**config.mk**
```make
export PLATFORM = sky130hd
export DESIGN_NAME = mcam_ctrl
export DESIGN_NICKNAME = d
export VERILOG_FILES = /design/src/rtl/mcam_ctrl_pkg.sv /design/src/rtl/mcam_rst_seq.sv /design/src/rtl/mcam_ctrl.sv
export SDC_FILE = /design/constraint.sdc
export NUM_CORES = 1
export LEC_CHECK = 0
export BUFFER_PORTS_ARGS = -buffer_cell sky130_fd_sc_hd__buf_4
export CORE_MARGIN = 3
export CORE_UTILIZATION = 40
export CTS_CLUSTER_SIZE = 40
export DETAILED_ROUTE_END_ITERATION = 8
export PLACE_DENSITY = 0.65
export SLEW_MARGIN = 25
export SYNTH_ARGS = -nofsm -noshare
export SYNTH_HDL_FRONTEND = slang
export SYNTH_HIERARCHICAL = 1
export SYNTH_SLANG_ARGS = --single-unit
```
**constraint.sdc**
```tcl
create_clock -name mclk -period 7.2 [get_ports mclk]
set_clock_uncertainty 0.05 [all_clocks]
set_input_delay 1.44 -clock mclk [delete_from_list [all_inputs] [get_ports mclk]]
set_output_delay 1.44 -clock mclk [all_outputs]
set_load 0.01 [all_outputs]
```
**src/rtl/mcam_ctrl_pkg.sv**
```systemverilog
// Shared definitions for the memory-access protection controller:
// register map, CTRL bit positions and the reset-sequencer state encoding.
package mcam_ctrl_pkg;

   localparam logic [2:0] OFF_CTRL      = 3'd0;
   localparam logic [2:0] OFF_LOW_SAFE  = 3'd1;
   localparam logic [2:0] OFF_HIGH_SAFE = 3'd2;
   localparam logic [2:0] OFF_LOW_CODE  = 3'd3;
   localparam logic [2:0] OFF_HIGH_CODE = 3'd4;
   localparam logic [2:0] OFF_STATUS    = 3'd5;
   localparam logic [2:0] OFF_VADDR     = 3'd6;

   localparam int CTRL_EN      = 0;
   localparam int CTRL_LOCK    = 1;
   localparam int CTRL_DBG_DIS = 2;
   localparam int CTRL_IE      = 3;

   typedef enum logic [1:0] {
      ST_IDLE   = 2'd0,
      ST_ASSERT = 2'd1,
      ST_HOLD   = 2'd2
   } seq_state_t;

endpackage

```
**src/rtl/mcam_rst_seq.sv**
```systemverilog
// Violation reset sequencer: a trigger in IDLE produces an RST_CYCLES-long
// reset pulse followed by a HOLD_CYCLES hold-off during which triggers are ignored.
module mcam_rst_seq
   import mcam_ctrl_pkg::*;
#(
   parameter logic [7:0] RST_CYCLES  = 8'd16,
   parameter logic [7:0] HOLD_CYCLES = 8'd32
) (
   input  logic clk,
   input  logic rst,
   input  logic i_trigger,
   output logic o_viol_rst
);

   seq_state_t r_state;
   seq_state_t w_state_next;
   logic [7:0] r_cnt;
   logic [7:0] w_cnt_next;

   always_ff @(posedge clk or posedge rst) begin
      if (rst) begin
         r_state <= ST_IDLE;
         r_cnt   <= 8'd0;
      end else begin
         r_state <= w_state_next;
         r_cnt   <= w_cnt_next;
      end
   end

   // The counter holds "cycles remaining minus one" in the current state.
   always_comb begin
      w_state_next = r_state;
      w_cnt_next   = r_cnt;
      case (r_state)
         ST_IDLE: begin
            if (i_trigger) begin
               w_state_next = ST_ASSERT;
               w_cnt_next   = RST_CYCLES - 8'd1;
            end
         end
         ST_ASSERT: begin
            if (r_cnt == 8'd0) begin
               if (HOLD_CYCLES == 8'd0) begin
                  w_state_next = ST_IDLE;
               end else begin
                  w_state_next = ST_HOLD;
                  w_cnt_next   = HOLD_CYCLES - 8'd1;
               end
            end else begin
               w_cnt_next = r_cnt - 8'd1;
            end
         end
         ST_HOLD: begin
            if (r_cnt == 8'd0) begin
               w_state_next = ST_IDLE;
            end else begin
               w_cnt_next = r_cnt - 8'd1;
            end
         end
         default: begin
            w_state_next = ST_IDLE;
            w_cnt_next   = 8'd0;
         end
      endcase
   end

   assign o_viol_rst = (r_state == ST_ASSERT);

endmodule

```
**src/rtl/mcam_ctrl.sv**
```systemverilog
// Peripheral-bus register file, violation status capture and interrupt for the
// memory-access protection checker; the reset pulse timing lives in mcam_rst_seq.
module mcam_ctrl
   import mcam_ctrl_pkg::*;
#(
   parameter logic [13:0] BASE_ADDR   = 14'h0090,
   parameter logic [7:0]  RST_CYCLES  = 8'd16,
   parameter logic [7:0]  HOLD_CYCLES = 8'd32
) (
   input  logic        mclk,
   input  logic        puc_rst,
   input  logic [13:0] per_addr,
   input  logic [15:0] per_din,
   input  logic        per_en,
   input  logic [1:0]  per_we,
   output logic [15:0] per_dout,
   input  logic        viol,
   input  logic [15:0] viol_addr,
   output logic [15:0] low_safe,
   output logic [15:0] high_safe,
   output logic [15:0] low_code,
   output logic [15:0] high_code,
   output logic        prot_en,
   output logic        viol_rst,
   output logic        irq
);

   logic [3:0]  r_ctrl;
   logic [15:0] r_low_safe;
   logic [15:0] r_high_safe;
   logic [15:0] r_low_code;
   logic [15:0] r_high_code;
   logic        r_vflag;
   logic [7:0]  r_vcnt;
   logic [15:0] r_vaddr;
   logic        r_irq;

   logic [13:0] w_off_full;
   logic [2:0]  w_off;
   logic        w_hit;
   logic        w_wr_sel;
   logic        w_rd_sel;
   logic        w_locked;
   logic        w_prot_en;
   logic        w_count;
   logic        w_status_clr;
   logic [15:0] w_rdata;

   // Eight-word window; offsets 7 and beyond decode as unmapped.
   assign w_off_full   = per_addr - BASE_ADDR;
   assign w_hit        = (w_off_full < 14'd8);
   assign w_off        = w_off_full[2:0];
   assign w_wr_sel     = per_en & (|per_we) & w_hit;
   assign w_rd_sel     = per_en & ~(|per_we) & w_hit;
   assign w_locked     = r_ctrl[CTRL_LOCK];
   assign w_prot_en    = r_ctrl[CTRL_EN] & ~r_ctrl[CTRL_DBG_DIS];
   assign w_count      = viol & w_prot_en;
   assign w_status_clr = w_wr_sel & (w_off == OFF_STATUS) & per_din[0];

   always_ff @(posedge mclk or posedge puc_rst) begin
      if (puc_rst) begin
         r_ctrl      <= 4'd0;
         r_low_safe  <= 16'd0;
         r_high_safe <= 16'd0;
         r_low_code  <= 16'd0;
         r_high_code <= 16'd0;
      end else if (w_wr_sel) begin
         case (w_off)
            OFF_CTRL: begin
               r_ctrl[CTRL_IE] <= per_din[CTRL_IE];
               if (per_din[CTRL_LOCK]) r_ctrl[CTRL_LOCK] <= 1'b1;
               if (!w_locked) begin
                  r_ctrl[CTRL_EN]      <= per_din[CTRL_EN];
                  r_ctrl[CTRL_DBG_DIS] <= per_din[CTRL_DBG_DIS];
               end
            end
            OFF_LOW_SAFE:  if (!w_locked) r_low_safe  <= per_din;
            OFF_HIGH_SAFE: if (!w_locked) r_high_safe <= per_din;
            OFF_LOW_CODE:  if (!w_locked) r_low_code  <= per_din;
            OFF_HIGH_CODE: if (!w_locked) r_high_code <= per_din;
            default: ;
         endcase
      end
   end

   // A violation in the same cycle as a STATUS clear wins: the clear is
   // folded in by restarting the count at 1 and re-latching the address.
   always_ff @(posedge mclk or posedge puc_rst) begin
      if (puc_rst) begin
         r_vflag <= 1'b0;
         r_vcnt  <= 8'd0;
         r_vaddr <= 16'd0;
         r_irq   <= 1'b0;
      end else begin
         if (w_count) begin
            r_vflag <= 1'b1;
            if (w_status_clr)
               r_vcnt <= 8'd1;
            else if (r_vcnt != 8'hFF)
               r_vcnt <= r_vcnt + 8'd1;
            if (!r_vflag || w_status_clr)
               r_vaddr <= viol_addr;
         end else if (w_status_clr) begin
            r_vflag <= 1'b0;
            r_vcnt  <= 8'd0;
         end
         r_irq <= r_vflag & r_ctrl[CTRL_IE];
      end
   end

   always_comb begin
      w_rdata = 16'd0;
      if (w_rd_sel) begin
         case (w_off)
            OFF_CTRL:      w_rdata = {12'd0, r_ctrl};
            OFF_LOW_SAFE:  w_rdata = r_low_safe;
            OFF_HIGH_SAFE: w_rdata = r_high_safe;
            OFF_LOW_CODE:  w_rdata = r_low_code;
            OFF_HIGH_CODE: w_rdata = r_high_code;
            OFF_STATUS:    w_rdata = {r_vcnt, 7'd0, r_vflag};
            OFF_VADDR:     w_rdata = r_vaddr;
            default:       w_rdata = 16'd0;
         endcase
      end
   end

   mcam_rst_seq #(
      .RST_CYCLES  (RST_CYCLES),
      .HOLD_CYCLES (HOLD_CYCLES)
   ) u_rst_seq (
      .clk        (mclk),
      .rst        (puc_rst),
      .i_trigger  (w_count),
      .o_viol_rst (viol_rst)
   );

   assign per_dout  = w_rdata;
   assign low_safe  = r_low_safe;
   assign high_safe = r_high_safe;
   assign low_code  = r_low_code;
   assign high_code = r_high_code;
   assign prot_en   = w_prot_en;
   assign irq       = r_irq;

endmodule

```
==> summary.md <==
| Metric | Value |
|---|---|
| Post-DP HPWL | 11.34 mm |
| Vias in the first global route | 4,766 |
| P&R area growth vs syn | 24.13% |
| CP Max Fanout | 35 |
| TritonCTS Buffers | 9 |
| Power Dens Cells | 161.2 nW/um^2 |
| Final wirelength | 16.18 mm |
| Critical path endpoint category | output pin |
| Die W | 126.0 um |
| Gr ovfl total | 0 |
| Reg clk slew, reported paths | 0.07 ns |
| Initial Utilization | 41.15% |
| Post-Synth XOR/XNOR Area | 0.4564% |
| Maximum capacitance violations | 0 |
| Util after Layout | 51.08% |
| Synthesized area | 5757 um^2 |
| Buffers on Ports | 134 |
| Die Height | 126.0 um |
| Global-route wire length before repair | 25.87 mm |
| Startpoint Class | input pin |
| Vias | 4,808 |
| Row count | 43 |
| Worst slack, placed | 2.133 ns |
| # IOs | 135 |
| Post-Layout Cell Count | 831 |
| Final period util | 71.21% |
| Hold crit path type | flip-flop to flip-flop |
| CTS tree | done |
| TNS Setup | 0 ns |
| Max Transition Viols Final | 0 |
| Post-synthesis cell count | 535 |
| Largest net degree at the start of global routing | 73 |
| CTS Sinks | 104 |
| Nets | 700 |
| Slew of the pin with the lowest slew margin | 0.9757 ns |
| RePlAce Congestion | 0.8554 |
| Drt drc | 0 |
| Min Tclk post-route | 5.127 ns |
| Slew HR | 34.95% |
| Main combinational cell family by area after synthesis | multiplexers |
| Ys async rst share | 100.0% |
| Hold Buf Count CTS | 0 |
| Final number of setup-violating endpoints | 0 |
| Post-Synth Simple-Gate Area | 12.95% |
| Later-pin clock latency in the skew report | 0.35 ns |
| #FFs+latches synth | 104 |
| Finished Cell Area | 7146 um^2 |
| Fmax | 195.0 MHz |
| Leakage | 3.603 nW |
| GRT Util Overall | 20.24% |
| Arr. time, crit path | 3.64 ns |
| Post-synth EDFFs | 0 |
| Fin. Hold Viols | 0 |
| Synth unique cells | 62 |
| CTS Root Buffer Type | clkbuf_16 |
| Most common cell after layout, fill and taps aside | buf_4 |
| Diode count | 0 |
| Synthesized area per cell | 10.76 um^2 |
| Layout cell share with drive strength beyond 1 | 36.56% |
| Sequential-to-total area share from yosys stat | 45.21% |
| Via density | 5.786 |
| Final Worst Setup Slack | 2.073 ns |
| Top FF cell, synth | dfrtp_1 |
| Most frequent cells in the layout | buf_4, dfrtp_1, mux2_2 |
| Routed wire per std cell | 19.47 um |
| Placed Cells | 815 |
| DRT antenna net count | 0 |
| Required time worst endpoint | 5.71 ns |
| Synth warn | 6 |
| WS Path Type | input pin to output pin |
| Cell Area, Placed | 6863 um^2 |
| Syn Nets | 589 |
| CTS Buffer Depth | 2 |
| Synth Area in Compound Gates | 14.56% |
| VDD IR max | 0.0001152 V |
| Initial antenna violation count | 0 |
| Resized cells post-CTS | 0 |
| Hold slack final | 0.4819 ns |
| Outcome | finished, final reports clean |
| Post-CTS setup buffer count | 0 |
| Post-synthesis mux area share | 22.78% |
| Total power | 1.152 mW |
| H-tree depth | 3 |
| Placeable Area | 13,990 um^2 |
| Adder-Cell Fraction of Synth Area | 0.4347% |
| First DRT Iteration DRCs | 267 |
| First drt pass iteration count | 6 |
| Die area | 15,870 um^2 |
| Unrepaired setup endpoints after global routing | false |
## layer usage
metal  global-route usage (%)  share of wire, %  vias up
met1                    26.62                43     2412
li1                         -                 -     2222
met4                    7.003               2.2        0
met3                    3.944               4.9       25
met5                        0                 0        -
met2                    33.52                50      149
## cell usage after synthesis, types with 5 or more instances
cell type    n  share of area (%)
o21ai_0     26                2.3
mux2i_1     41                7.1
dfrtp_1    104                 45
nand3_1     21                1.8
a311o_1     16                2.8
clkbuf_1    27                1.8
a22oi_1      7               0.91
nand2b_1     7               0.76
a21oi_1     19                1.7
nor2_1      29                1.9
inv_1       11               0.72
nand4_1      6               0.65
a211oi_1    11                1.4
buf_2        7               0.61
mux2_1      10                2.0
nand2_1     42                2.7
nor2b_1      5               0.54
mux2_2      68                 13
a221oi_1     8                1.2
## critical path: stages
cell,delay (ns)
buf_4,0.26
and2_1,0.28
a211oi_1,0.25
nand4_1,0.71
a211oi_1,0.50
buf_4,0.19
## flip-flops by register name, indices dropped and copies added (netlist names)
name and flops:
low_safe 16, r_ctrl 4, high_safe 16, low_code 16
u_rst_seq/r_cnt 8, high_code 16, r_vaddr 16, u_rst_seq/r_state 2
r_vflag 1, r_vcnt 8, irq 1
## worst paths after layout
kind | endpoint | depth (start not counted) | start | slack [ns]
min in group asynchronous | r_vcnt[7] | 2 | puc_rst | 1.03
max in group asynchronous | low_code[2] | 3 | puc_rst | 4.80
worst min register to register | high_safe[11] | 1 | high_safe[11] | 0.48
worst max-delay path | per_dout[11] | 6 | per_addr[0] | 2.07
worst min-delay path | high_safe[11] | 1 | high_safe[11] | 0.48
worst max register to register | r_vcnt[1] | 6 | r_ctrl[2] | 4.24
## logic make-up (layout without fill, tap and decap cells)
group                      count (synthesis)  count (layout)
and+or+nand+nor                          139             139
muxes                                    120             120
AOI/OAI and AO/OA                        117             117
DFF                                      104             104
buffers and inverters                     50             166
xor gates and xnor gates                   3               3
adders and majority gates                  2               2
## cell type report
type	instances	area, um^2
clock inverters	6	42.54
repair buffers	138	1036
fillers	1270	6843
multi-input cells	381	2954
clock buffers	10	239.0
flip-flops and latches	104	2603
well taps	180	225.2
inverters	12	46.29
## power breakdown
group          internal (mW)  switching [mW]  leakage (nW)  total (mW)
clock                  0.245           0.221         0.135       0.466
combinational         0.0373          0.0503          2.13      0.0876
sequential             0.589         0.00965          1.34       0.598
total                  0.871           0.281          3.60        1.15
Note: power is estimated with default switching activity, not from simulation.
